### src/rtl/mem_dma_pkg.sv
//------------------------------------------------------------------------------
// Module  : mem_dma_pkg
// Brief   : Shared state encoding and memory-port constants for mem_block_copier
// Rev     : 1.0  initial release
//------------------------------------------------------------------------------
`default_nettype none

package mem_dma_pkg;

  typedef enum logic [1:0] {
    IDLE  = 2'd0,
    READ  = 2'd1,
    WRITE = 2'd2,
    DONE  = 2'd3
  } state_t;

  localparam logic       MODE_COPY = 1'b0;
  localparam logic       MODE_FILL = 1'b1;

  localparam logic [3:0] WB_NONE   = 4'b0000;
  localparam logic [3:0] WB_WORD   = 4'b1111;

endpackage

`default_nettype wire

### src/rtl/mem_block_copier.sv
//------------------------------------------------------------------------------
// Module  : mem_block_copier
// Brief   : Word-granular block copy / fill initiator on a single-port RAM port
// Rev     : 1.0  initial release
//------------------------------------------------------------------------------
`default_nettype none

module mem_block_copier
  import mem_dma_pkg::*;
#(
  parameter int ADDR_WIDTH = 32,
  parameter int LEN_WIDTH  = 16
) (
  input  logic                  clock,
  input  logic                  reset,
  input  logic                  start_in,
  input  logic                  mode_in,
  input  logic [ADDR_WIDTH-1:0] src_in,
  input  logic [ADDR_WIDTH-1:0] dst_in,
  input  logic [LEN_WIDTH-1:0]  len_in,
  input  logic [31:0]           pattern_in,
  input  logic                  abort_in,
  output logic                  busy_out,
  output logic                  done_out,
  output logic                  error_out,
  output logic                  mem_enable_out,
  output logic [3:0]            mem_wb_out,
  output logic [ADDR_WIDTH-1:0] mem_addr_out,
  output logic [31:0]           mem_data_out,
  input  logic [31:0]           mem_data_in
);

  localparam logic [ADDR_WIDTH-1:0] c_WORD_BYTES = ADDR_WIDTH'(4);
  localparam logic [LEN_WIDTH-1:0]  c_LEN_ONE    = LEN_WIDTH'(1);

  state_t                r_state;
  state_t                w_next_state;
  logic                  r_mode;
  logic                  r_error;
  logic [ADDR_WIDTH-1:0] r_src;
  logic [ADDR_WIDTH-1:0] r_dst;
  logic [LEN_WIDTH-1:0]  r_count;
  logic [31:0]           r_pattern;

  logic                  w_len_zero;
  logic                  w_reject;

  // A zero-length request completes quietly even if its addresses are misaligned.
  assign w_len_zero = (len_in == '0);
  assign w_reject   = !w_len_zero &&
                      (((mode_in == MODE_COPY) && (src_in[1:0] != 2'b00)) ||
                       (dst_in[1:0] != 2'b00));

  always_ff @(posedge clock or posedge reset) begin
    if (reset) begin
      r_state <= IDLE;
    end else begin
      r_state <= w_next_state;
    end
  end

  always_ff @(posedge clock or posedge reset) begin
    if (reset) begin
      r_mode    <= MODE_COPY;
      r_error   <= 1'b0;
      r_src     <= '0;
      r_dst     <= '0;
      r_count   <= '0;
      r_pattern <= '0;
    end else begin
      if (r_state == IDLE && start_in) begin
        r_mode    <= mode_in;
        r_error   <= w_reject;
        r_src     <= src_in;
        r_dst     <= dst_in;
        r_count   <= len_in;
        r_pattern <= pattern_in;
      end else if (r_state == WRITE) begin
        r_src   <= r_src + c_WORD_BYTES;
        r_dst   <= r_dst + c_WORD_BYTES;
        r_count <= r_count - c_LEN_ONE;
      end
    end
  end

  always_comb begin
    w_next_state   = r_state;
    busy_out       = 1'b0;
    done_out       = 1'b0;
    error_out      = 1'b0;
    mem_enable_out = 1'b0;
    mem_wb_out     = WB_NONE;
    mem_addr_out   = '0;
    mem_data_out   = '0;

    case (r_state)
      IDLE: begin
        if (start_in) begin
          if (w_len_zero || w_reject) begin
            w_next_state = DONE;
          end else if (mode_in == MODE_FILL) begin
            w_next_state = WRITE;
          end else begin
            w_next_state = READ;
          end
        end
      end
      READ: begin
        busy_out       = 1'b1;
        mem_enable_out = 1'b1;
        mem_addr_out   = r_src;
        w_next_state   = abort_in ? DONE : WRITE;
      end
      WRITE: begin
        busy_out       = 1'b1;
        mem_enable_out = 1'b1;
        mem_wb_out     = WB_WORD;
        mem_addr_out   = r_dst;
        // Copy data is the RAM's registered read from the preceding READ cycle.
        mem_data_out   = (r_mode == MODE_FILL) ? r_pattern : mem_data_in;
        if (abort_in || r_count == c_LEN_ONE) begin
          w_next_state = DONE;
        end else begin
          w_next_state = (r_mode == MODE_FILL) ? WRITE : READ;
        end
      end
      DONE: begin
        done_out     = 1'b1;
        error_out    = r_error;
        w_next_state = IDLE;
      end
      default: begin
        w_next_state = IDLE;
      end
    endcase
  end

endmodule

`default_nettype wire

### config.mk
export PLATFORM = sky130hd
export DESIGN_NAME = mem_block_copier
export DESIGN_NICKNAME = d
export VERILOG_FILES = /design/src/rtl/mem_dma_pkg.sv /design/src/rtl/mem_block_copier.sv
export SDC_FILE = /design/constraint.sdc
export NUM_CORES = 1
export LEC_CHECK = 0
export CORE_ASPECT_RATIO = 2
export CORE_UTILIZATION = 43
export CTS_CLUSTER_DIAMETER = 100
export DETAILED_ROUTE_END_ITERATION = 10
export HOLD_SLACK_MARGIN = 0.1
export PLACE_DENSITY = 0.83
export SYNTH_ARGS = -nofsm -noshare
export SYNTH_HDL_FRONTEND = slang
export SYNTH_SLANG_ARGS = --single-unit
### constraint.sdc
create_clock -name clock -period 3.5 [get_ports clock]
set_clock_uncertainty 0.15 [all_clocks]
set_input_delay 0.525 -clock clock [delete_from_list [all_inputs] [get_ports clock]]
set_output_delay 0.525 -clock clock [all_outputs]
set_load 0.03 [all_outputs]
Word-level counts from Yosys, hierarchy flattened --
Cells that the tools add are included.
Storage, ports and cells: register bits 116, latch bits 0, memory bits (writable) 0, ROM bits 0, input port bits 149, logic and storage cells 49, memories kept 0
Operators by class: add/sub/neg operators 3, multiply operators 0, divide/modulo/power cells 0, $lt $le $gt $ge 0, eq/ne operators 5, shifts and indexed selects 0, muxes and demuxes 20, bitwise logic cells 1, reductions and logical operators 13
Operators with widths (number):
- 2-to-1 mux 32 bit | 6
- adder 32 x 3 -> 32 bit, second input constant | 2
- case mux 32 bit (2 select lines) | 1
- 2-to-1 mux 16 bit | 2
- == test 16 x 1 -> 1 bit, second input constant | 1
- zero test 16 bit | 1
- subtractor 16 x 1 -> 16 bit, second input constant | 1
- 2-to-1 mux 2 bit | 5
- case mux 2 bit (4 select lines) | 1
- nonzero test 2 bit | 3
- == test 2 bit, second input constant | 2
- 2-to-1 mux 1 bit | 4
- 2-to-1 mux 4 bit | 1
- logical AND 1 bit | 3
- logical OR 1 bit | 3
- == test 2 x 1 -> 1 bit, second input constant | 1
- zero test 2 bit | 1
- inequality test 2 bit, second input constant | 1
- OR reduction 2 bit | 1
- zero test 1 bit | 1
- NOT 1 bit | 1

Longest topological paths before layout --
depth in word-level cells 8, mapped depth 9, depth with buffers taken out 6

Least setup slack after synthesis --
No wires, ideal clock.
kind reg-to-output, start point register r_state[0], end point output mem_data_out[10], arrival 2.258 ns, data required time 2.825 ns, path slack 0.567 ns, cell stages (with the launch flop) 7, path buffers 3, path through dfrtp_1 inv_1 ha_1 clkbuf_1 clkbuf_1 clkbuf_1 nor2b_1
On the way: cells in the longest elaborated chain, start to end 2
RTL lines:
- from (decl) | RTL line mem_block_copier.sv:36 | state_t r_state;
- from (signal assigned) | RTL line mem_block_copier.sv:58 | r_state <= w_next_state;
- == test 2 bit | RTL line mem_block_copier.sv:96 | case (r_state)
- 2-to-1 mux 32 bit | RTL line mem_block_copier.sv:96
- to (decl) | RTL line mem_block_copier.sv:29 | output logic [31:0] mem_data_out,
Every way passes these cells.

Final worst setup path --
start point register r_mode, end point output mem_data_out[10]
On the way: cells in the longest elaborated chain, start to end 2
RTL lines:
- from (decl) | RTL line mem_block_copier.sv:38 | logic r_mode;
- from (signal assigned) | RTL line mem_block_copier.sv:72 | r_mode <= mode_in;
- 2-to-1 mux 32 bit | RTL line mem_block_copier.sv:120 | mem_data_out = (r_mode == MODE_FILL) ? r_pattern : mem_data_in;
- 2-to-1 mux 32 bit | RTL line mem_block_copier.sv:96
Every way passes these cells.

==> results.sh <==
export IMPL_status="finished, final reports clean"
export IMPL_die_x_um=92.70
export IMPL_cp_slowest_stage_delay_ps=870
export IMPL_path_clk_slew_ps=60
export IMPL_synthCells=841
export IMPL_multi_input_area_sq_um=3890
export IMPL_synth_seq_area_share_pct=41.03
export IMPL_critical_path_peak_fanout=28
export IMPL_min_to="r_pattern[27]$_DFFE_PP0P_"
export IMPL_power_density_nw_per_um2=913.9
export IMPL_cts_tree="done"
export IMPL_worstSetupPathType="register to output port"
export IMPL_hold_viol_final=0
export IMPL_worstSetupStartpoint="r_mode$_DFFE_PP0P_"
export IMPL_clock_latency_ps=420
export IMPL_fin_crit_ps=3288
export IMPL_io_buffers=220
export IMPL_wl_mm=22.22
export IMPL_synth_distinct_cells=49
export IMPL_finalPower_w=0.009182
export IMPL_peakVddDrop_mv=0.6094
export IMPL_routed_via_density=5.606
export IMPL_rsz0062_at_grt="false"
export IMPL_nFillCells=1410
export IMPL_grt_usage_pct=26.75
export IMPL_post_cts_buffers=0
export IMPL_cts_buffer_depth=2
export IMPL_relSlewSlack_pct=47.17
export IMPL_setup_violations=0
export IMPL_clock_sinks=116
export IMPL_drive_gt1_share_pct=5.641
export IMPL_cp_arrival_ps=2610
export IMPL_cts_root_buf="clkbuf_16"
export IMPL_die_area_sq_um=17000
export IMPL_r2r_cells=7
export IMPL_final_cell_mix="clkdlybuf4s50_1, nand2_1, dfrtp_1"
export IMPL_core_sq_um=16190
export IMPL_final_nets=1191
export IMPL_syn_nets=999
export IMPL_drc=0
export IMPL_hold_path_class="register to register"
export IMPL_die_h_um=183.4
export IMPL_antenna_found_initial=1
export IMPL_p_leak_nw=3.943
export IMPL_wire_per_inst_um=17.76
export IMPL_post_cts_resized=0
export IMPL_grt_pass1_vias=7136
export IMPL_place_gp_congestion=0.8848
export IMPL_numCtsBuffers=17
export IMPL_worst_setup_path_end_kind="output port"
export IMPL_crit_chain="buf_4, mux2i_1, nor2b_1, clkdlybuf4s50_1"
export IMPL_dp_hpwl_mm=16.25
export IMPL_crit_slowest_cell="dfrtp_2"
export IMPL_rr_startpoint="r_state[0]$_DFFE_PP0P_"
export IMPL_setup_tns_ps=0
export IMPL_layout_commonest_cell="clkdlybuf4s50_1"
export IMPL_yosysWarnings=0
export IMPL_fp_row_count=66
export IMPL_ys_async_sr_fraction_pct=100.0
export IMPL_avgSynthCellArea_sq_um=8.412
export IMPL_drv_slew=0
export IMPL_worst_pin_slew_ps=792.4
export IMPL_synthFlopType="dfrtp_1"
export IMPL_hold_slack_ps=328.7
export IMPL_start_util_pct=43.71
export IMPL_grt_max_degree=80
export IMPL_crit_family="buffers and inverters"
export IMPL_cp_start_kind="register"
export IMPL_syn_cell_area_sq_um=7074
export IMPL_cts_hold_buf=0
export IMPL_ys_ff_latch=116
export IMPL_areaGrowthSynthToFinish_pct=42.02
export IMPL_synth_edf_count=0
export IMPL_final_util_pct=62.07
export IMPL_crit_buf_inv=2
export IMPL_grt_ovfl_total=0
export IMPL_worstHoldStart="r_pattern[27]$_DFFE_PP0P_"
export IMPL_ios=221
export IMPL_first_iter_violations=347
export IMPL_r2r_end="r_dst[26]$_DFFE_PP0N_"
export IMPL_ant_nets=0
export IMPL_holdPathStages=2
export IMPL_worstPathRequired_ps=2820
export IMPL_rrSetupSlack_ps=600
export IMPL_htree_levels=4
export IMPL_route_vias_total=7013
export IMPL_cap_violations=0
export IMPL_grt_pass1_wl_mm=35.42
export IMPL_fin_crit_sh_pct=93.94
export IMPL_register_area_sq_um=2904
export IMPL_dr_pass1_iters=7
export IMPL_clock_fmax_mhz=304.1
## flip-flops by register name, indices dropped and copies added, names as in the netlist
signal	flops
r_dst	32
r_pattern	32
r_src	32
r_count	16
r_state	2
r_error	1
r_mode	1
## cells in the mapped netlist (2+ instances only)
library cell  instances  area share, %
buf_2                 4           0.28
inv_1                13           0.69
dfrtp_1             116             41
nand2_1             188             10
nand3_1              29            2.1
a221oi_1              2           0.25
and3_1                5           0.44
buf_4                 4           0.42
a22oi_1              32            3.4
o21ai_0              50            3.5
clkbuf_1             47            2.5
xnor2_1              17            2.1
xor2_1               21            2.6
o41ai_1               2           0.25
o211ai_1              4           0.42
a21oi_1               3           0.21
o31ai_1              17            1.8
nand4b_1              3           0.37
nor2_1               41            2.2
nor3_1                8           0.57
a21o_1                2           0.21
and2_1                3           0.27
buf_1                 5           0.27
a211oi_1              2           0.21
mux2i_1              34            4.8
a31oi_1              27            2.4
or4_4                 2           0.32
ha_1                  9            1.6
nor4b_1               3           0.37
or4_1                22            2.3
and4_1                9            1.1
nand4_1              20            1.8
nor4_1                9           0.80
nor2b_1              65            5.7
or3_1                 9           0.80
## worst min-delay path: stages, from the launching register on
cell and delay, ps:
dfrtp_1 340, nand2_1 50, nand2_1 60
## where the power goes
| group | internal [W] | switching (W) | leakage (nW) | total (W) |
|---|---|---|---|---|
| Combinational | 0.00203 | 0.00256 | 2.29 | 0.00459 |
| Sequential | 0.00199 | 0.000852 | 1.38 | 0.00284 |
| Clock | 0.00107 | 0.000679 | 0.272 | 0.00175 |
## per-layer routing
layer  vias up  part of all wire, %  global-route usage (%)
met5         -                    0                       0
met4         0                  4.6                   15.75
met3        66                  5.4                   5.473
met2       296                   55                   48.56
met1      3299                   35                   27.89
li1       3352                    -                       -
## kinds of logic (layout without fill, tap and decap cells)
family,after synthesis,in the layout,share of synthesized area (%)
buf+inv,73,278,4.156
mux,35,35,4.970
fa+ha+maj,9,9,1.592
other cells,0,1,0
compound gates,145,145,13.16
flops,116,116,41.03
simple gates,425,425,30.39
xor+xnor,38,38,4.705
## metrics by stage
stage | worst slack, ps | instance area, sq um | instances
2_1_floorplan | 566.7 | 7078 | 841
3_3_place_gp | 729.1 | 9452 | 1218
3_5_place_dp | 641.5 | 9452 | 1218
4_1_cts | 209.6 | 10040 | 1250
5_1_grt | 155.1 | 10050 | 1251
6_report | 212.1 | 10050 | 1251
## area by class of cell
| class | instances | area share (%) |
|---|---|---|
| inverter | 13 | 0.5230 |
| sequential | 116 | 28.90 |
| clock buffer | 18 | 4.371 |
| multi-input combinational | 652 | 38.72 |
| tap | 204 | 2.540 |
| antenna | 1 | 0.02491 |
| clock inverter | 14 | 1.532 |
| timing repair buffer | 233 | 23.39 |
## worst max path at each step
stage                                  to  slack [ps]  cells after the start
floorplan                mem_data_out[10]         570                      6
global placement         mem_addr_out[26]         730                      6
detailed placement  r_dst[28]$_DFFE_PP0N_         640                      7
CTS                      mem_data_out[10]         210                      4
global route             mem_data_out[10]         160                      4
finish                   mem_data_out[10]         210                      4
(Power assumes the default switching activity.)
